--- src/rtl/sm_accum.sv ---
// Sequential sign-magnitude accumulator: sums one signed term per accepted beat
// and emits a registered, saturated sign-magnitude sum per packet.
module sm_accum #(
  parameter int DATA_W = 23,
  parameter int ACC_W  = 26,
  parameter int CNT_W  = 8
) (
  input  logic              clk,
  input  logic              rst_n,
  input  logic [DATA_W-1:0] in_data,
  input  logic              in_valid,
  input  logic              in_last,
  output logic              in_ready,
  output logic [DATA_W-1:0] out_data,
  output logic              out_valid,
  input  logic              out_ready,
  output logic              out_sat,
  output logic [CNT_W-1:0]  out_count
);

  localparam int MAG_W = DATA_W - 1;
  localparam logic [ACC_W-1:0] ACC_MAX = {ACC_W{1'b1}};
  localparam logic [ACC_W-1:0] OUT_LIM = ACC_W'({MAG_W{1'b1}});
  localparam logic [CNT_W-1:0] CNT_MAX = {CNT_W{1'b1}};

  typedef enum logic [1:0] {
    S_IDLE = 2'd0,
    S_ACC  = 2'd1,
    S_DONE = 2'd2
  } state_t;

  state_t             r_state;
  logic               r_in_ready;
  logic               r_acc_sign;
  logic [ACC_W-1:0]   r_acc_mag;
  logic               r_ovf;
  logic [CNT_W-1:0]   r_count;
  logic [DATA_W-1:0]  r_out_data;
  logic               r_out_valid;
  logic               r_out_sat;
  logic [CNT_W-1:0]   r_out_count;

  logic               w_accept;
  logic [ACC_W-1:0]   w_term_mag;
  logic               w_term_sign;
  logic [ACC_W:0]     w_sum;
  logic [ACC_W-1:0]   w_nxt_mag;
  logic               w_raw_sign;
  logic               w_nxt_sign;
  logic               w_nxt_ovf;
  logic [CNT_W-1:0]   w_nxt_count;
  logic               w_out_sat;
  logic [DATA_W-1:0]  w_out_data;

  assign w_accept    = in_valid & r_in_ready;
  assign w_term_mag  = ACC_W'(in_data[MAG_W-1:0]);
  // A -0 term behaves exactly like +0.
  assign w_term_sign = in_data[DATA_W-1] & (|in_data[MAG_W-1:0]);
  assign w_sum       = {1'b0, r_acc_mag} + {1'b0, w_term_mag};

  // Sign-magnitude add of the incoming term into the accumulator, with clamp.
  always_comb begin
    w_nxt_mag  = r_acc_mag;
    w_raw_sign = r_acc_sign;
    w_nxt_ovf  = r_ovf;
    if (r_acc_sign == w_term_sign) begin
      if (w_sum[ACC_W]) begin
        w_nxt_mag = ACC_MAX;
        w_nxt_ovf = 1'b1;
      end else begin
        w_nxt_mag = w_sum[ACC_W-1:0];
      end
    end else if (r_acc_mag >= w_term_mag) begin
      w_nxt_mag = r_acc_mag - w_term_mag;
    end else begin
      w_nxt_mag  = w_term_mag - r_acc_mag;
      w_raw_sign = w_term_sign;
    end
  end

  assign w_nxt_sign  = w_raw_sign & (|w_nxt_mag);
  assign w_nxt_count = (r_count == CNT_MAX) ? r_count : r_count + CNT_W'(1);
  assign w_out_sat   = w_nxt_ovf | (w_nxt_mag > OUT_LIM);
  assign w_out_data  = w_out_sat ? {w_nxt_sign, {MAG_W{1'b1}}}
                                 : {w_nxt_sign, w_nxt_mag[MAG_W-1:0]};

  // Packet FSM, accumulator state and registered output stage.
  always_ff @(posedge clk or negedge rst_n) begin
    if (!rst_n) begin
      r_state     <= S_IDLE;
      r_in_ready  <= 1'b0;
      r_acc_sign  <= 1'b0;
      r_acc_mag   <= '0;
      r_ovf       <= 1'b0;
      r_count     <= '0;
      r_out_data  <= '0;
      r_out_valid <= 1'b0;
      r_out_sat   <= 1'b0;
      r_out_count <= '0;
    end else begin
      case (r_state)
        S_IDLE, S_ACC: begin
          r_in_ready <= 1'b1;
          if (w_accept) begin
            r_acc_sign <= w_nxt_sign;
            r_acc_mag  <= w_nxt_mag;
            r_ovf      <= w_nxt_ovf;
            r_count    <= w_nxt_count;
            if (in_last) begin
              r_state     <= S_DONE;
              r_in_ready  <= 1'b0;
              r_out_data  <= w_out_data;
              r_out_sat   <= w_out_sat;
              r_out_count <= w_nxt_count;
              r_out_valid <= 1'b1;
            end else begin
              r_state <= S_ACC;
            end
          end
        end
        S_DONE: begin
          if (r_out_valid && out_ready) begin
            r_state     <= S_IDLE;
            r_in_ready  <= 1'b1;
            r_out_valid <= 1'b0;
            r_acc_sign  <= 1'b0;
            r_acc_mag   <= '0;
            r_ovf       <= 1'b0;
            r_count     <= '0;
          end
        end
        default: begin
          r_state     <= S_IDLE;
          r_in_ready  <= 1'b0;
          r_out_valid <= 1'b0;
        end
      endcase
    end
  end

  assign in_ready  = r_in_ready;
  assign out_data  = r_out_data;
  assign out_valid = r_out_valid;
  assign out_sat   = r_out_sat;
  assign out_count = r_out_count;

endmodule

--- config.mk ---
export PLATFORM = sky130hd
export DESIGN_NAME = sm_accum
export DESIGN_NICKNAME = d
export VERILOG_FILES = /design/src/rtl/sm_accum.sv
export SDC_FILE = /design/constraint.sdc
export NUM_CORES = 1
export LEC_CHECK = 0
export CAP_MARGIN = 20
export CORE_UTILIZATION = 30
export DETAILED_ROUTE_END_ITERATION = 8
export GPL_TIMING_DRIVEN = 1
export PLACE_DENSITY = 0.58
export SLEW_MARGIN = 40
export SYNTH_ARGS = -nofsm -noshare
export SYNTH_HDL_FRONTEND = slang
export SYNTH_SLANG_ARGS = --single-unit
--- constraint.sdc ---
create_clock -name clk -period 7.1 [get_ports clk]
set_input_delay 1.42 -clock clk [delete_from_list [all_inputs] [get_ports clk]]
set_output_delay 1.42 -clock clk [all_outputs]
set_load 0.01 [all_outputs]
==> results_dict.tcl, run 1 <==
set metrics [dict create \
    power.total_uw 1160 \
    place_congestion 0.983 \
    dp_hpwl_um 21200 \
    cp.arrival_ps 6560 \
    synth_fp_nets 1049 \
    root_buffer "clkbuf_16" \
    netlist_area_um2 7290 \
    synthFlopType "dfrtp_1" \
    first_pass_iters 5 \
    finalMaxSlewViolations 0 \
    rsz0062_at_grt "no" \
    required_ps 7280 \
    ios 62 \
    reg2reg_slack_ps 1960 \
    cts_tree "yes" \
    initial_core_util 0.308 \
    grt_overflow 0 \
    synth_commonest_cells "a21oi_1, nor2_1, nand2_1" \
    r2r_end "out_data[11]" \
    worstSetupPathType "primary input to flip-flop" \
    tns_ps 0 \
    fillers 2542 \
    whs_path_depth 2 \
    status "finished, final reports clean" \
    hold_viol 0 \
    p_per_area_nw_per_um2 134 \
    ant_nets 0 \
    die_h_um 158 \
    drt_iter0_drc 854 \
    min_path_type "flip-flop to flip-flop" \
    yosys.area.top_type "dfrtp_1" \
    clk_latency_ps 330 \
    area_growth_syn_to_layout_pct 18.6 \
    maxCapViolCount 0 \
    dieArea_um2 24900 \
    first_global_vias 7340 \
    ys_seq_elements 72 \
    grt_max_degree 73 \
    synth_top_area_share 0.247 \
    hp-start "out_count[6]" \
    drc 0 \
    antenna_found_initial 0 \
    fin_util 0.365 \
    fin_crit_sh 0.898 \
    drive_gt1_frac 0.0743 \
    rows 56 \
    fmax_mhz 157 \
    clockBufferDepth 2 \
    slew_headroom 0.437 \
    h-tree-depth 3 \
    start_kind "primary input" \
    rr_startpoint "r_acc_mag[15]" \
    stdcell_count 1315 \
    fin_nets 1097 \
    layout_min_cycle_time_ps 6370 \
    peakVddDrop_mv 0.132 \
    synth_cell_type_count 80 \
    worst_pin_slew_ps 823 \
    min_to "out_count[6]" \
    core-area_um2 23700 \
    grt_pass1_wl_um 42000 \
    yosysMostFrequentCell "a21oi_1" \
    synthesis.instances 943 \
    cts_resized 0 \
    antenna_cells 0 \
    die-width_um 158 \
    cts_buffers 9 \
    track_usage 0.221 \
    routed_wl_um 26900 \
    rr_worst_depth 12 \
    cp_max_fo 16 \
    yosysWarnings 0 \
    crit_path_end_kind "flip-flop" \
    yosysSeqAreaShare 0.247 \
    vias_per_cell 5.77 \
    cts_setup_buffers 0 \
    vias 7594 \
    port_buffers 61 \
    setup_viol 0 \
    synthArstFlopShare 1.00 \
    cts_hold_buf 0 \
    clock_sinks 72 \
    holdWs_ps 482 \
    synth_area_leaders "dfrtp_1, ha_1, a21oi_1" \
    placedCellCount 1299 \
    synth_edf_count 0 \
    final.setup_skew_ps 9.00 \
    clk_pin_slew_ps 60 \
    p_leak_uw 0.00363 \
    synth.avg_cell_area_um2 7.73 \
    wl_per_cell_um 20.5 \
]
[stage by stage]
stage | area (um2) | setup WS (ps)
after floorplan | 7290 | 2360
after global placement | 8270 | 193
after detailed placement | 8290 | 507
after CTS | 8640 | 838
after global routing | 8650 | 345
final | 8650 | 727
[cell families (layout without fill, tap and decap cells)]
group,count (synthesis),count (layout),share of synthesized area
buffers and inverters,119,172,0.0648
AO/OA/AOI/OAI,347,347,0.316
multiplexers,14,14,0.0197
XOR/XNOR,13,13,0.0156
flip-flops,72,72,0.247
adder cells (fa/ha/maj),78,78,0.137
AND/OR/NAND/NOR,300,300,0.200
[worst max-delay path, cell delays in order]
cell,delay (ps)
clkdlybuf4s50_1,570
inv_1,90
ha_1,680
inv_2,180
nor4_2,410
nand2b_1,220
nor4_4,740
nor2_2,90
a2111oi_0,620
o21ai_0,190
nor3_1,300
and4_1,300
and2_1,560
a21oi_1,180
[area by class of cell]
| class | count | area [um2] | area share |
|---|---|---|---|
| Clock buffer | 10 | 239 | 0.0276 |
| Clock inverter | 6 | 115 | 0.0133 |
| Inverter | 72 | 270 | 0.0312 |
| Multi-Input combinational cell | 752 | 5040 | 0.583 |
| Sequential cell | 72 | 1800 | 0.208 |
| Tap cell | 319 | 399 | 0.0461 |
| Timing Repair Buffer | 84 | 782 | 0.0904 |
[state kept, by name, summed over array words and instances (netlist names)]
signal / cells
in_ready: 1
out_count: 8
out_data: 23
out_sat: 1
out_valid: 1
r_acc_mag: 26
r_acc_sign: 1
r_count: 8
r_ovf: 1
r_state: 2
[routing by layer]
layer	track usage	up-vias	wire length, um
li1	-	3577	-
met1	0.319	3620	12200
met2	0.329	354	11600
met3	0.0315	43	2320
met4	0.0828	0	721
met5	0	-	0
[cells in the final DEF (no fill, tap or decap), types with 17 or more instances in the layout]
cell	count
a21oi_1	101
nor2_1	81
nand2_1	80
o21ai_0	75
ha_1	75
dfrtp_1	72
inv_1	68
clkdlybuf4s50_1	60
nor3_1	25
nand3_1	24
buf_4	22
nand4_1	17
[worst max-delay path by stage]
stage / endpoint / slack [ps] / cells after the start / from
2_1_floorplan: out_data[22] / 2360 / 15 / in_data[14]
3_3_place_gp: out_data[11] / 190 / 15 / in_data[15]
3_5_place_dp: out_data[10] / 510 / 14 / in_data[15]
4_1_cts: out_data[11] / 840 / 14 / in_data[15]
5_1_grt: out_data[9] / 350 / 14 / in_data[15]
6_report: out_data[11] / 730 / 14 / in_data[15]
[report_power, final]
part,leakage (uW),switching [uW],internal [uW]
logic,0.00247,143,75.0
registers,0.000991,0,410
clock network,0.000169,172,354
total,0.00363,316,840
No activity file was read; power rests on OpenSTA's default activity.
==> inputs of run 2 (changes only) <==
ABC_AREA = 1   (was default)
PLACE_DENSITY = 0.57   (was 0.58)
==> run 2 against run 1 <==
Effect of this change:
- first-iteration DRC count up 4.0%
- utilization down 1.7 points
- clock skew up 7.8 ps
- die area up 26%
- combinational power rose to 17 times the previous value
- sequential power up 81%
- critical path type unchanged
- register-to-register slack better by 1200 ps
- power rose to 4.4 times the previous value
- largest cell class unchanged
==> results_dict.tcl, run 2 <==
set metrics [dict create \
    wl_per_cell_um 18.2 \
    yosys.area.top_type "nand2_1" \
    ios 62 \
    status "finished, final reports clean" \
    synth_cell_type_count 35 \
    cts_buffers 9 \
    synth_edf_count 0 \
    slew_headroom 0.501 \
    yosysMostFrequentCell "nand2_1" \
    worstSetupPathType "primary input to flip-flop" \
    synth.avg_cell_area_um2 5.92 \
    vias_per_cell 4.97 \
    crit_path_end_kind "flip-flop" \
    synthesis.instances 1557 \
    grt_max_degree 52 \
    place_area_um2 10100 \
    rows 63 \
    largest_register_ff_count 26 \
    hold_viol 0 \
    vias 9915 \
    initial_core_util 0.308 \
    fillers 3361 \
    die-width_um 177 \
    ys_seq_elements 72 \
    maxCapViolCount 0 \
    synthArstFlopShare 1.00 \
    cts_setup_buffers 0 \
    synth-xor-area-share 0.0257 \
    synth_fa_ha_area_frac 0.108 \
    setup_viol 0 \
    grt_overflow 0 \
    ant_nets 0 \
    fin_nets 1704 \
    rr_worst_depth 19 \
    cts_hold_buf 0 \
    synth_top_area_share 0.218 \
    drive_gt1_frac 0.0742 \
    clockBufferDepth 2 \
    cp_max_fo 13 \
    h-tree-depth 3 \
    core-area_um2 30000 \
    final_cell_mix "nand2_1, inv_1, nand3_1, nor2_1, ha_1" \
    synth_fp_nets 1663 \
    tns_ps 0 \
    dp_hpwl_um 29300 \
    synth_top_family_by_area "simple AND/OR/NAND/NOR gates" \
    synth_commonest_cells "nand2_1, inv_1, nand3_1" \
    antenna_cells 0 \
    cts_tree "yes" \
    r2r_end "r_acc_sign" \
    p_per_area_nw_per_um2 487 \
    port_buffers 61 \
    cp.arrival_ps 5480 \
    finalMaxSlewViolations 0 \
    required_ps 7350 \
    drc 0 \
    power.total_uw 5090 \
    clk_latency_ps 370 \
    holdWs_ps 484 \
    grt_pass1_wl_um 55600 \
    first_pass_iters 6 \
    final_common_cell "nand2_1" \
    synthFlopType "dfrtp_1" \
    worstSetupEndpoint "r_acc_sign" \
    yosysSeqAreaShare 0.195 \
    netlist_area_um2 9220 \
    fmax_mhz 191 \
    final.setup_skew_ps 16.8 \
    die_h_um 177 \
    fin_area_um2 10400 \
    synth_area_leaders "nand2_1, dfrtp_1, inv_1" \
    yosysWarnings 0 \
    antenna_found_initial 0 \
    worst_pin_slew_ps 748 \
    place_congestion 1.02 \
    clock_sinks 72 \
    area_growth_syn_to_layout_pct 13.3 \
    synth-compound-area-share 0.0992 \
    cts_resized 0 \
    root_buffer "clkbuf_16" \
    crit_path_start "in_data[15]" \
    track_usage 0.237 \
    peakVddDrop_mv 0.207 \
    regMostFlops "r_acc_mag" \
    p_leak_uw 0.00577 \
    clk_pin_slew_ps 60 \
    drt_iter0_drc 888 \
    rr_startpoint "r_acc_mag[15]" \
    synthSimpleGateAreaFrac 0.404 \
    fin_crit_sh 0.737 \
    reg2reg_slack_ps 3150 \
    dieArea_um2 31400 \
    synth.mux.area_fraction 0.00109 \
    min_path_type "flip-flop to flip-flop" \
    start_kind "primary input" \
    routed_wl_um 36200 \
    rsz0062_at_grt "no" \
    layout_min_cycle_time_ps 5230 \
    first_global_vias 9550 \
]
[run 2: cell count changes in the layout (fill, tap and decap cells not counted), sizes merged, moves of 20 or more]
cell and delta:
inv +253, o21ai -39, xor2 +24, a21oi -57
o22ai +20, nor2 +54, nand4 +21, nand3 +102
nand2 +472
[run 2: how the worst min path moves through the flow]
stage          slack (ps)  cells past startpoint      endpoint          from
4_1_cts               490                      2  out_count[0]  out_count[0]
2_1_floorplan         460                      2    r_state[0]    r_state[0]
3_5_place_dp          470                      2  out_count[0]  out_count[0]
3_3_place_gp          470                      2  out_count[1]  out_count[1]
5_1_grt               520                      2    r_state[0]    r_state[0]
6_report              480                      2  out_count[0]  out_count[0]
[run 2: cell type report]
| cell class | count | area (um2) | share of cell area |
|---|---|---|---|
| Multi-Input combinational cell | 1115 | 5880 | 0.563 |
| Sequential cell | 72 | 1800 | 0.173 |
| Inverter | 327 | 1230 | 0.118 |
| Timing Repair Buffer | 73 | 698 | 0.0669 |
| Tap cell | 390 | 488 | 0.0467 |
| Clock buffer | 10 | 229 | 0.0219 |
| Clock inverter | 6 | 115 | 0.0110 |
[run 2: cell families (layout without fill, tap and decap cells)]
logic type / after synthesis / after routing
AO/OA/AOI/OAI: 141 / 141
multiplexers: 1 / 1
buffers and inverters: 370 / 416
AND/OR/NAND/NOR: 868 / 868
XOR/XNOR: 27 / 27
adder cells (fa/ha/maj): 78 / 78
flip-flops: 72 / 72
[run 2: power breakdown]
group | switching (uW) | internal (uW)
registers | 156 | 587
logic | 2610 | 1180
clock network | 212 | 346
[run 2: layer usage]
layer / part of all wire / vias up / global-route usage
met5: 0 / - / 0
met4: 0.040 / 0 / 0.105
met3: 0.059 / 74 / 0.0284
met2: 0.45 / 379 / 0.385
met1: 0.45 / 4623 / 0.314
li1: - / 4839 / -
[run 2: worst max-delay path: stages]
cell and delay (ps):
clkdlybuf4s50_1 530, inv_1 120, ha_1 740, nand2_2 180, nor2_4 170, nand2_2 90
nor2_4 150, a21oi_2 80, nand3_1 570, buf_4 320, nand2_1 70, nand2_1 60
nand2_1 70, nand2_1 290, nand2_1 90, nor2_1 150, nand2_1 70, nor2_1 100
nand2_1 70, nand3_1 70, nand2_1 50
[run 2: metrics by stage]
stage / util / cells / setup WS (ps)
after CTS: 0.349 / 1993 / 1930
after global routing: 0.349 / 1993 / 1660
after detailed placement: 0.337 / 1977 / 1560
final: 0.349 / 1993 / 1870
after floorplan: - / 1557 / 3500
after global placement: 0.337 / 1977 / 1560
